## config.mk

```make
export PLATFORM = sky130hd
export DESIGN_NAME = ex_operand_stage
export DESIGN_NICKNAME = d
export VERILOG_FILES = /design/src/rtl/ex_operand_stage.sv
export SDC_FILE = /design/constraint.sdc
export NUM_CORES = 1
export LEC_CHECK = 0
export ABC_AREA = 1
export BUFFER_PORTS_ARGS = -buffer_cell sky130_fd_sc_hd__buf_2
export CORE_MARGIN = 4
export CORE_UTILIZATION = 50
export CTS_CLUSTER_SIZE = 16
export DETAILED_ROUTE_END_ITERATION = 12
export PLACE_DENSITY_LB_ADDON = 0.25
export SYNTH_ARGS = -nofsm -noshare
export SYNTH_HDL_FRONTEND = slang
export SYNTH_SLANG_ARGS = --single-unit
```

## constraint.sdc

```tcl
create_clock -name clk -period 2 [get_ports clk]
set_input_delay 0.4 -clock clk [delete_from_list [all_inputs] [get_ports clk]]
set_output_delay 0.4 -clock clk [all_outputs]
set_load 0.05 [all_outputs]
```

## src/rtl/ex_operand_stage.sv

```systemverilog
// ID/EX pipeline register with EX-stage operand forwarding and load-use hazard detection.
module ex_operand_stage #(
    parameter int unsigned XLEN  = 32,
    parameter int unsigned RADDR = 5
) (
    input  logic             clk,
    input  logic             rst_n,
    input  logic             stall_i,
    input  logic             flush_i,
    input  logic             id_valid_i,
    input  logic [XLEN-1:0]  id_pc_i,
    input  logic [XLEN-1:0]  id_rs1_data_i,
    input  logic [XLEN-1:0]  id_rs2_data_i,
    input  logic [XLEN-1:0]  id_imm_i,
    input  logic [RADDR-1:0] id_rs1_i,
    input  logic [RADDR-1:0] id_rs2_i,
    input  logic [RADDR-1:0] id_rd_i,
    input  logic [3:0]       id_alu_sel_i,
    input  logic             id_src1_pc_i,
    input  logic             id_src2_imm_i,
    input  logic             id_reg_write_i,
    input  logic             id_mem_read_i,
    input  logic             exmem_wr_i,
    input  logic [RADDR-1:0] exmem_rd_i,
    input  logic [XLEN-1:0]  exmem_data_i,
    input  logic             memwb_wr_i,
    input  logic [RADDR-1:0] memwb_rd_i,
    input  logic [XLEN-1:0]  memwb_data_i,
    output logic [XLEN-1:0]  src1_o,
    output logic [XLEN-1:0]  src2_o,
    output logic [3:0]       alu_sel_o,
    output logic             ex_valid_o,
    output logic [RADDR-1:0] ex_rd_o,
    output logic             ex_reg_write_o,
    output logic             ex_mem_read_o,
    output logic [XLEN-1:0]  ex_store_data_o,
    output logic             load_use_stall_o
);

    logic             valid_q,     valid_d;
    logic [XLEN-1:0]  pc_q,        pc_d;
    logic [XLEN-1:0]  rs1_data_q,  rs1_data_d;
    logic [XLEN-1:0]  rs2_data_q,  rs2_data_d;
    logic [XLEN-1:0]  imm_q,       imm_d;
    logic [RADDR-1:0] rs1_q,       rs1_d;
    logic [RADDR-1:0] rs2_q,       rs2_d;
    logic [RADDR-1:0] rd_q,        rd_d;
    logic [3:0]       alu_sel_q,   alu_sel_d;
    logic             src1_pc_q,   src1_pc_d;
    logic             src2_imm_q,  src2_imm_d;
    logic             reg_write_q, reg_write_d;
    logic             mem_read_q,  mem_read_d;

    logic [XLEN-1:0]  fwd_rs1;
    logic [XLEN-1:0]  fwd_rs2;
    logic             load_use;

    // Load-use hazard: a valid load in EX whose rd is read by the instruction in ID.
    always_comb begin
        load_use = valid_q && mem_read_q && (rd_q != '0) && id_valid_i
                   && ((rd_q == id_rs1_i) || (rd_q == id_rs2_i));
    end

    // Next-state for the ID/EX register: flush > stall > load-use bubble > capture.
    always_comb begin
        valid_d     = valid_q;
        pc_d        = pc_q;
        rs1_data_d  = rs1_data_q;
        rs2_data_d  = rs2_data_q;
        imm_d       = imm_q;
        rs1_d       = rs1_q;
        rs2_d       = rs2_q;
        rd_d        = rd_q;
        alu_sel_d   = alu_sel_q;
        src1_pc_d   = src1_pc_q;
        src2_imm_d  = src2_imm_q;
        reg_write_d = reg_write_q;
        mem_read_d  = mem_read_q;
        if (flush_i || (!stall_i && load_use)) begin
            // Bubbles clear every field so nothing stale reaches the ALU or forwarding compares.
            valid_d     = 1'b0;
            pc_d        = '0;
            rs1_data_d  = '0;
            rs2_data_d  = '0;
            imm_d       = '0;
            rs1_d       = '0;
            rs2_d       = '0;
            rd_d        = '0;
            alu_sel_d   = '0;
            src1_pc_d   = 1'b0;
            src2_imm_d  = 1'b0;
            reg_write_d = 1'b0;
            mem_read_d  = 1'b0;
        end else if (!stall_i) begin
            valid_d     = id_valid_i;
            pc_d        = id_pc_i;
            rs1_data_d  = id_rs1_data_i;
            rs2_data_d  = id_rs2_data_i;
            imm_d       = id_imm_i;
            rs1_d       = id_rs1_i;
            rs2_d       = id_rs2_i;
            rd_d        = id_rd_i;
            alu_sel_d   = id_alu_sel_i;
            src1_pc_d   = id_src1_pc_i;
            src2_imm_d  = id_src2_imm_i;
            reg_write_d = id_reg_write_i && id_valid_i;
            mem_read_d  = id_mem_read_i && id_valid_i;
        end
    end

    // ID/EX state register.
    always_ff @(posedge clk or negedge rst_n) begin
        if (!rst_n) begin
            valid_q     <= 1'b0;
            pc_q        <= '0;
            rs1_data_q  <= '0;
            rs2_data_q  <= '0;
            imm_q       <= '0;
            rs1_q       <= '0;
            rs2_q       <= '0;
            rd_q        <= '0;
            alu_sel_q   <= '0;
            src1_pc_q   <= 1'b0;
            src2_imm_q  <= 1'b0;
            reg_write_q <= 1'b0;
            mem_read_q  <= 1'b0;
        end else begin
            valid_q     <= valid_d;
            pc_q        <= pc_d;
            rs1_data_q  <= rs1_data_d;
            rs2_data_q  <= rs2_data_d;
            imm_q       <= imm_d;
            rs1_q       <= rs1_d;
            rs2_q       <= rs2_d;
            rd_q        <= rd_d;
            alu_sel_q   <= alu_sel_d;
            src1_pc_q   <= src1_pc_d;
            src2_imm_q  <= src2_imm_d;
            reg_write_q <= reg_write_d;
            mem_read_q  <= mem_read_d;
        end
    end

    // Forwarding: EX/MEM beats MEM/WB; x0 always reads the captured value.
    always_comb begin
        fwd_rs1 = rs1_data_q;
        if (exmem_wr_i && (exmem_rd_i != '0) && (exmem_rd_i == rs1_q)) begin
            fwd_rs1 = exmem_data_i;
        end else if (memwb_wr_i && (memwb_rd_i != '0) && (memwb_rd_i == rs1_q)) begin
            fwd_rs1 = memwb_data_i;
        end
        fwd_rs2 = rs2_data_q;
        if (exmem_wr_i && (exmem_rd_i != '0) && (exmem_rd_i == rs2_q)) begin
            fwd_rs2 = exmem_data_i;
        end else if (memwb_wr_i && (memwb_rd_i != '0) && (memwb_rd_i == rs2_q)) begin
            fwd_rs2 = memwb_data_i;
        end
    end

    // Operand select and EX-stage outputs, driven straight into the ALU.
    always_comb begin
        src1_o           = src1_pc_q  ? pc_q  : fwd_rs1;
        src2_o           = src2_imm_q ? imm_q : fwd_rs2;
        ex_store_data_o  = fwd_rs2;
        alu_sel_o        = alu_sel_q;
        ex_valid_o       = valid_q;
        ex_rd_o          = rd_q;
        ex_reg_write_o   = reg_write_q && valid_q;
        ex_mem_read_o    = mem_read_q && valid_q;
        load_use_stall_o = load_use;
    end

endmodule

```

==> impl_results.md, run 1 <==
- Outcome: complete, but fails checks
- Antenna violations before repair: 4
- Critical Path Max Stage Delay: 450 ps
- Initial core utilization: 0.515
- DIE HEIGHT: 148 um
- Syn Inst Count: 1,373
- Hold wc startpoint: id_pc_i[27]
- Kind of critical path: reg2out
- PnR worst setup slack: -629 ps
- Synth async-reset ratio: 1.00
- Highest-delay cell along the critical path: dfrtp_2
- Hold Path End: pc_q[27]
- Clock sink count: 152
- Worst-Skew Late Latency: 430 ps
- Core area: 0.0190 mm2
- Crit share post-route: 1.31
- DR WL/cell: 19.6 um
- Root Buffer: clkbuf_16
- Final Max Slew Viols: 0
- Critical Path AT: 2230 ps
- Post-Syn Nets: 1,605
- H-Tree Level Count: 4
- Hold Path Class: in2reg
- Fin crit period: 2630 ps
- DR vias: 11,077
- Power per cell area: 671 mW/mm2
- WHS: 219 ps
- Predominant post-synthesis flop cell: dfrtp_1
- Top Usage Layer GRT: met2
- RSZ-0062 raised after global routing: yes
- First-pass GRT wire length: 58.1 mm
- Antenna-violating nets left: 0
- Hold path depth: 3
- Die ar.: 0.0218 mm2
- Area grow syn2layout: 51.5%
- NumNets Final: 1,932
- Clk slew on worst S/H paths: 70 ps
- R2R depth: 9
- Final WL: 38.8 mm
- Highest clock rate: 380 MHz
- Max-cap violations: 0
- FF-to-FF Start: ex_rd_o[1]
- Worst path required time: 1600 ps
- Number of global-route vias before repair: 10,526
- Yosys warns: 0
- Total Routing Usage GR: 0.336
- Number of synthesized flops with an enable pin: 0
- Via density: 5.61
- Number of synthesized register bits: 152
- Critical Path End Type: output port
- GR met2 Demand/Resource: 0.532
- Most frequent cells in the layout: nand2_1, buf_2, nand3_1
- VDD IR max: 0.618 mV
- Proportion of layout cells with a drive suffix above 1: 0.480
- Clock Skew: 12.1 ps
- Violated checks: setup timing
- Final std cells w/o fill: 1,976
- First-pass DRT Iterations: 6
- Drt drc: 0
- Setup-failing EPs final: 97
- GR Layer Usage met3: 0.0760
- CTS tree: yes
- Row Count: 50
- Pre-CTS setup slack: -408 ps
- Reg2reg end: pc_q[30]
- Slew margin rel.: 0.649
- Number of CTS-inserted buffers: 17
- Leakage power: 0.00759 uW
- Grt met1 use: 0.455
- CP max FO: 32
- DRT iter0 DRCs: 957
- Fin. Hold Viols: 0
- CP Cell Sequence: xnor2_1, nand2_1, nor3_4, buf_12, nand3_1, and2_2, buf_6
- Die Width: 148 um
- Pin count of the biggest net entering global routing: 86
- IO buf count: 340
- Syn avg cell area: 7.11 um2
- Placed cells: 1,922
- Synth cell types: 25
- Worst slew pin tran: 523 ps
- GPL Wtd Cong: 0.967
- Seq/Total Area, Yosys: 0.390
- Cell area after synthesis: 0.00976 mm2
- Total power draw: 9920 uW
- I/O pins: 341
- Startpoint Class: register
- Finished Core Util: 0.780
- Clk buf depth: 2
- Flop2flop setup slack: 140 ps
- GRT overflow: 0
- DP Wirelength: 26.2 mm
- Most common cell after layout, fill and taps aside: nand2_1
## synth_stat cells (2+ instances only)
library cell	n	share of area
buf_8	10	0.015
nand2_4	2	0.0023
nand4_1	3	0.0019
nor2_1	13	0.0050
xnor2_1	11	0.0099
and2_1	32	0.021
o21ai_2	111	0.10
nand2_1	576	0.22
inv_1	77	0.030
xor2_1	17	0.015
nand3_1	231	0.12
nand2_2	2	0.0013
buf_1	7	0.0027
buf_6	5	0.0058
nor2_2	5	0.0032
dfrtp_1	152	0.39
buf_2	32	0.016
clkbuf_1	42	0.016
o21ai_0	39	0.020
## metal layers
metal	up-vias	wire length [um]
li1	5033	-
met4	6	1400
met3	128	4140
met1	5207	14800
met2	703	18400
met5	-	34
## area by class of cell
type | instances | area (um2)
repair buffers | 405 | 3470
well taps | 260 | 325
fillers | 1371 | 4170
inverters | 79 | 299
diodes | 3 | 7.51
multi-input cells | 1045 | 6270
clock inverters | 15 | 176
clock buffers | 17 | 425
flip-flops and latches | 152 | 3810
## how the worst max path moves through the flow
stage                        startpoint             endpoint  slack [ps]  cells after the start
after detailed placement  memwb_rd_i[0]            src2_o[1]        -410                     10
after floorplan           exmem_rd_i[2]           src1_o[10]          60                      7
final                          rs2_q[0]  ex_store_data_o[18]        -630                      7
after global placement    memwb_rd_i[0]           src2_o[10]        -380                     10
after global routing           rs2_q[0]  ex_store_data_o[18]        -730                     10
after CTS                      rs2_q[0]  ex_store_data_o[18]        -620                      7
## sequential cells by signal, indices dropped and copies added, names as in the netlist
name / cells
pc_q: 32
ex_rd_o: 5
rs1_data_q: 32
rs2_q: 5
alu_sel_o: 4
mem_read_q: 1
reg_write_q: 1
rs1_q: 5
ex_valid_o: 1
imm_q: 32
rs2_data_q: 32
src2_imm_q: 1
src1_pc_q: 1
## power breakdown
| part | internal (uW) | switching, uW |
|---|---|---|
| Clock | 1800 | 1530 |
| Combinational | 1190 | 2010 |
| Sequential | 3250 | 140 |
| Total | 6240 | 3680 |
## what timing repair did
item | 4_1_cts | 5_1_grt
endpoints found under the hold margin | 41 | 0
buffers inserted | 6 | 4
pin swaps | 18 | 72
gates cloned | 5 | 3
hold buffers | 1 | 0
endpoints found under the setup margin | 97 | 97
gates resized for setup | 286 | 210
## cell families after synthesis
group / share of synthesized area
compound gates: 0.120
simple gates: 0.377
flops: 0.390
xor+xnor: 0.0251
buf+inv: 0.0889
## worst max-delay path, delay by kind of cell, from the launching register on
| family | cells | cell delay, ps |
|---|---|---|
| buf+inv | 2 | 370 |
| simple gates | 4 | 810 |
| xor+xnor | 1 | 170 |
| flops | 1 | 450 |
## stage by stage
step,instance area [um2],setup TNS (ps)
after global placement,12100,-27100
after CTS,13900,-51220
final,14800,-53430
after global routing,14800,-62670
after floorplan,9870,0
after detailed placement,12100,-29280
Note: power is estimated with default switching activity, not from simulation.
==> run 2: changes to the inputs <==
ABC_AREA = 0   (was 1)
==> run 2 against run 1 <==
  * The flow now stops in 5_1_grt
  * Synthesized area fell by 9.1%
  * Synthesized cell count down 31%
==> impl_results.md, run 2 <==
- Die Width: 141 um
- Area contributors post-synth: dfrtp_1, a32o_1, nand2_1
- H-Tree Level Count: 4
- Stopping stage: 5_1_grt
- Seq/Total Area, Yosys: 0.429
- Syn Inst Count: 948
- Yosys top cell area share: 0.429
- DP Wirelength: 27.3 mm
- Number of CTS-inserted buffers: 17
- Yosys warns: 0
- Syn avg cell area: 9.35 um2
- Worst End Pin Type: output port
- DIE HEIGHT: 141 um
- Pre-CTS setup slack: -884 ps
- Outcome: stopped before the end
- Predominant post-synthesis flop cell: dfrtp_1
- Most frequent cells after synthesis: dfrtp_1, nand2_1, a32o_1
- I/O pins: 341
- GRT overflow: 855
- Row Count: 48
- Synth async-reset ratio: 1.00
- Clock sink count: 152
- GPL Wtd Cong: 1.01
- Number of synthesized register bits: 152
- Post-Syn Nets: 1,180
- Number of synthesized flops with an enable pin: 0
- IO buf count: 340
- Most common cell in the netlist: dfrtp_1
- Root Buffer: clkbuf_16
- Cell area after synthesis: 0.00887 mm2
- Total Routing Usage GR: 0.959
- Pin count of the biggest net entering global routing: 89
- Clk buf depth: 2
- Initial core utilization: 0.511
- Worst setup endpoint GRT: src2_o[24]
- Error msg: [ERROR GRT-0232] Routing congestion too high. Check the congestion heatmap in the GUI.
- Synth cell types: 40
- Cell taking the most area after synthesis: dfrtp_1
run 2: changes by cell type after synthesis, sizes merged, moves of 33 or more:
cell	before	now
nor3	2	38
a31oi	0	33
nor2	18	69
nand3	231	1
o22ai	0	41
o21ai	150	0
a32o	0	105
nand2	580	113
run 2: kinds of logic after synthesis:
| kind of cell | count (synthesis) | synth area share |
|---|---|---|
| compound gates | 317 | 0.302 |
| xor+xnor | 30 | 0.0296 |
| buf+inv | 177 | 0.0861 |
| flops | 152 | 0.429 |
| mux | 32 | 0.0361 |
| simple gates | 240 | 0.117 |
run 2: per-layer routing:
layer | GRT overflow | track usage
met2 | 516 | 1.10
met3 | 20 | 0.841
met4 | 296 | 1.06
met1 | 19 | 0.906
met5 | 4 | 0.559
run 2: what timing repair did:
action                                  CTS
endpoints found under the setup margin   99
hold buffers                              1
gates cloned                             15
hold endpoints to repair                 46
buffers inserted                         22
pin swaps                                81
resized for setup                       323
run 2: stage by stage:
step	cells	utilization	cell area [um2]
after CTS	1579	0.907	15700
after detailed placement	1513	0.753	13100
after global placement	1513	0.753	13100
after floorplan	948	-	10400
==> run 3: changes to the inputs <==
CORE_UTILIZATION = 35   (was 50)
CTS_CLUSTER_SIZE = not set   (was 16)
PLACE_DENSITY_LB_ADDON = 0.15   (was 0.25)
==> run 3 against run 2 <==
  * The flow now finishes, with violations (setup timing)
  * Synthesized cell count unchanged
  * Synthesized area unchanged
==> impl_results.md, run 3 <==
- Number of synthesized register bits: 152
- Worst slew pin tran: 415 ps
- Multi-input gate area: 0.00672 mm2
- Number of CTS-inserted buffers: 17
- Post-Syn Nets: 1,180
- First-pass GRT wire length: 64.3 mm
- Worst path required time: 1600 ps
- Synth async-reset ratio: 1.00
- NumNets Final: 1,606
- Setup TNS: -95,040 ps
- Violated checks: setup timing
- FF-to-FF Start: ex_rd_o[4]
- Number of global-route vias before repair: 10,272
- Antenna violations before repair: 13
- Finished Core Util: 0.679
- Proportion of layout cells with a drive suffix above 1: 0.588
- Most common cell in the netlist: dfrtp_1
- Slew margin rel.: 0.718
- Setup-failing EPs final: 193
- Fin crit period: 2890 ps
- Yosys top cell area share: 0.429
- Predominant post-synthesis flop cell: dfrtp_1
- Seq/Total Area, Yosys: 0.429
- CP max FO: 16
- VDD IR max: 0.397 mV
- Final WL: 44.4 mm
- Power per cell area: 615 mW/mm2
- CTS tree: yes
- Fillers: 1,790
- DP Wirelength: 29.1 mm
- Row Count: 57
- GR met2 Demand/Resource: 0.466
- FF/Latch Area: 0.00382 mm2
- H-Tree Level Count: 4
- Final Cell Area: 0.0167 mm2
- Die ar.: 0.0279 mm2
- IO buf count: 340
- Syn Inst Count: 948
- Fin. Hold Viols: 0
- Max-cap violations: 0
- Cell area after synthesis: 0.00887 mm2
- Cell taking the most area after synthesis: dfrtp_1
- Leakage power: 0.00720 uW
- Top Usage Layer GRT: met2
- Most common cell after layout, fill and taps aside: buf_2
- DRT iter0 DRCs: 1,022
- Clock Skew: 10.3 ps
- Initial core utilization: 0.360
- Via density: 5.90
- Area grow syn2layout: 88.4%
- RSZ-0062 raised after global routing: yes
- Final std cells w/o fill: 1,719
- GPL Wtd Cong: 0.960
- Antenna-violating nets left: 0
- Grt met1 use: 0.407
- Core area: 0.0246 mm2
- Most frequent cells after synthesis: dfrtp_1, nand2_1, a32o_1
- Drt drc: 0
- Root Buffer: clkbuf_16
- Placed Area: 0.0133 mm2
- Worst-Skew Late Latency: 420 ps
- Total Routing Usage GR: 0.295
- Clock sink count: 152
- DR vias: 10,135
- Flop2flop setup slack: -280 ps
- Number of synthesized flops with an enable pin: 0
- Critical Path End Type: output port
- Most frequent cells in the layout: buf_2, dfrtp_1, buf_6
- Yosys warns: 0
- Kind of critical path: reg2out
- Syn avg cell area: 9.35 um2
- Highest clock rate: 346 MHz
- Hold wc startpoint: id_rd_i[0]
- DR WL/cell: 25.8 um
- First-pass DRT Iterations: 7
- I/O pins: 341
- Total power draw: 10,300 uW
- Final Max Slew Viols: 0
- Placed cells: 1,619
- Die Width: 167 um
- Clk buf depth: 2
- GRT overflow: 0
- Startpoint Class: register
- Critical Path Source: rs2_q[4]
- Synth cell types: 40
- Crit share post-route: 1.45
- Area contributors post-synth: dfrtp_1, a32o_1, nand2_1
- PnR worst setup slack: -890 ps
- Clk slew on worst S/H paths: 70 ps
- DIE HEIGHT: 167 um
- Pin count of the biggest net entering global routing: 71
- GR Layer Usage met3: 0.0662
- Outcome: complete, but fails checks
- Critical Path AT: 2490 ps
- Hold Path Class: in2reg
-- run 3: cells by family (layout without fill, tap and decap cells) --
kind of cell / Yosys count / count (layout) / synth area share
multiplexers: 32 / 32 / 0.0361
flip-flops: 152 / 152 / 0.429
AND/OR/NAND/NOR: 240 / 240 / 0.117
buffers and inverters: 177 / 616 / 0.0861
other: 0 / 8 / 0
XOR/XNOR: 30 / 30 / 0.0296
AO/OA/AOI/OAI: 317 / 317 / 0.302
-- run 3: stage by stage --
step / setup slack [ps] / hold WS [ps]
after floorplan: -580 / 104
after global routing: -977 / 201
after CTS: -850 / 198
after detailed placement: -910 / 334
after global placement: -848 / 333
final: -890 / 213
-- run 3: worst paths after layout --
check                                     to  depth (start not counted)
worst max-delay path               src2_o[4]                          9
worst min-delay path              ex_rd_o[0]                          3
min in group asynchronous           imm_q[6]                          2
max in group asynchronous          imm_q[20]                          3
worst max register to register       pc_q[4]                         11
worst min register to register  alu_sel_o[3]                          1
-- run 3: timing repair --
item	in CTS	in global routing
hold endpoints to repair	32	0
hold buffers	1	0
endpoints found under the setup margin	142	246
pin swaps	87	99
gates cloned	22	8
buffers inserted	25	26
resized for setup	317	108
-- run 3: critical path, stage by stage, from the launching register on --
cell	delay, ps
dfrtp_1	410
xor2_1	170
nor3_2	190
buf_4	150
nand4_4	120
buf_12	210
mux2i_2	170
buf_4	160
a221oi_4	260
buf_6	190
-- run 3: final cells by class --
cell class	instances	share of cell area
Clock buffer	19	0.0265
Tap cell	324	0.0243
Antenna cell	8	0.00120
Clock inverter	13	0.00951
Timing Repair Buffer	514	0.292
Multi-Input combinational cell	619	0.402
Inverter	70	0.0159
Sequential cell	152	0.229
-- run 3: power breakdown --
group          internal [uW]  leakage [uW]  switching, uW
combinational           1430       0.00490           2070
clock                   1910      0.000289           1470
sequential              3250       0.00201            137
total                   6590       0.00720           3680
-- run 3: routing by layer --
layer / part of all wire / routed length [um]
met5: 0.0013 / 56
met4: 0.034 / 1490
met1: 0.42 / 18800
met3: 0.070 / 3110
met2: 0.47 / 20900
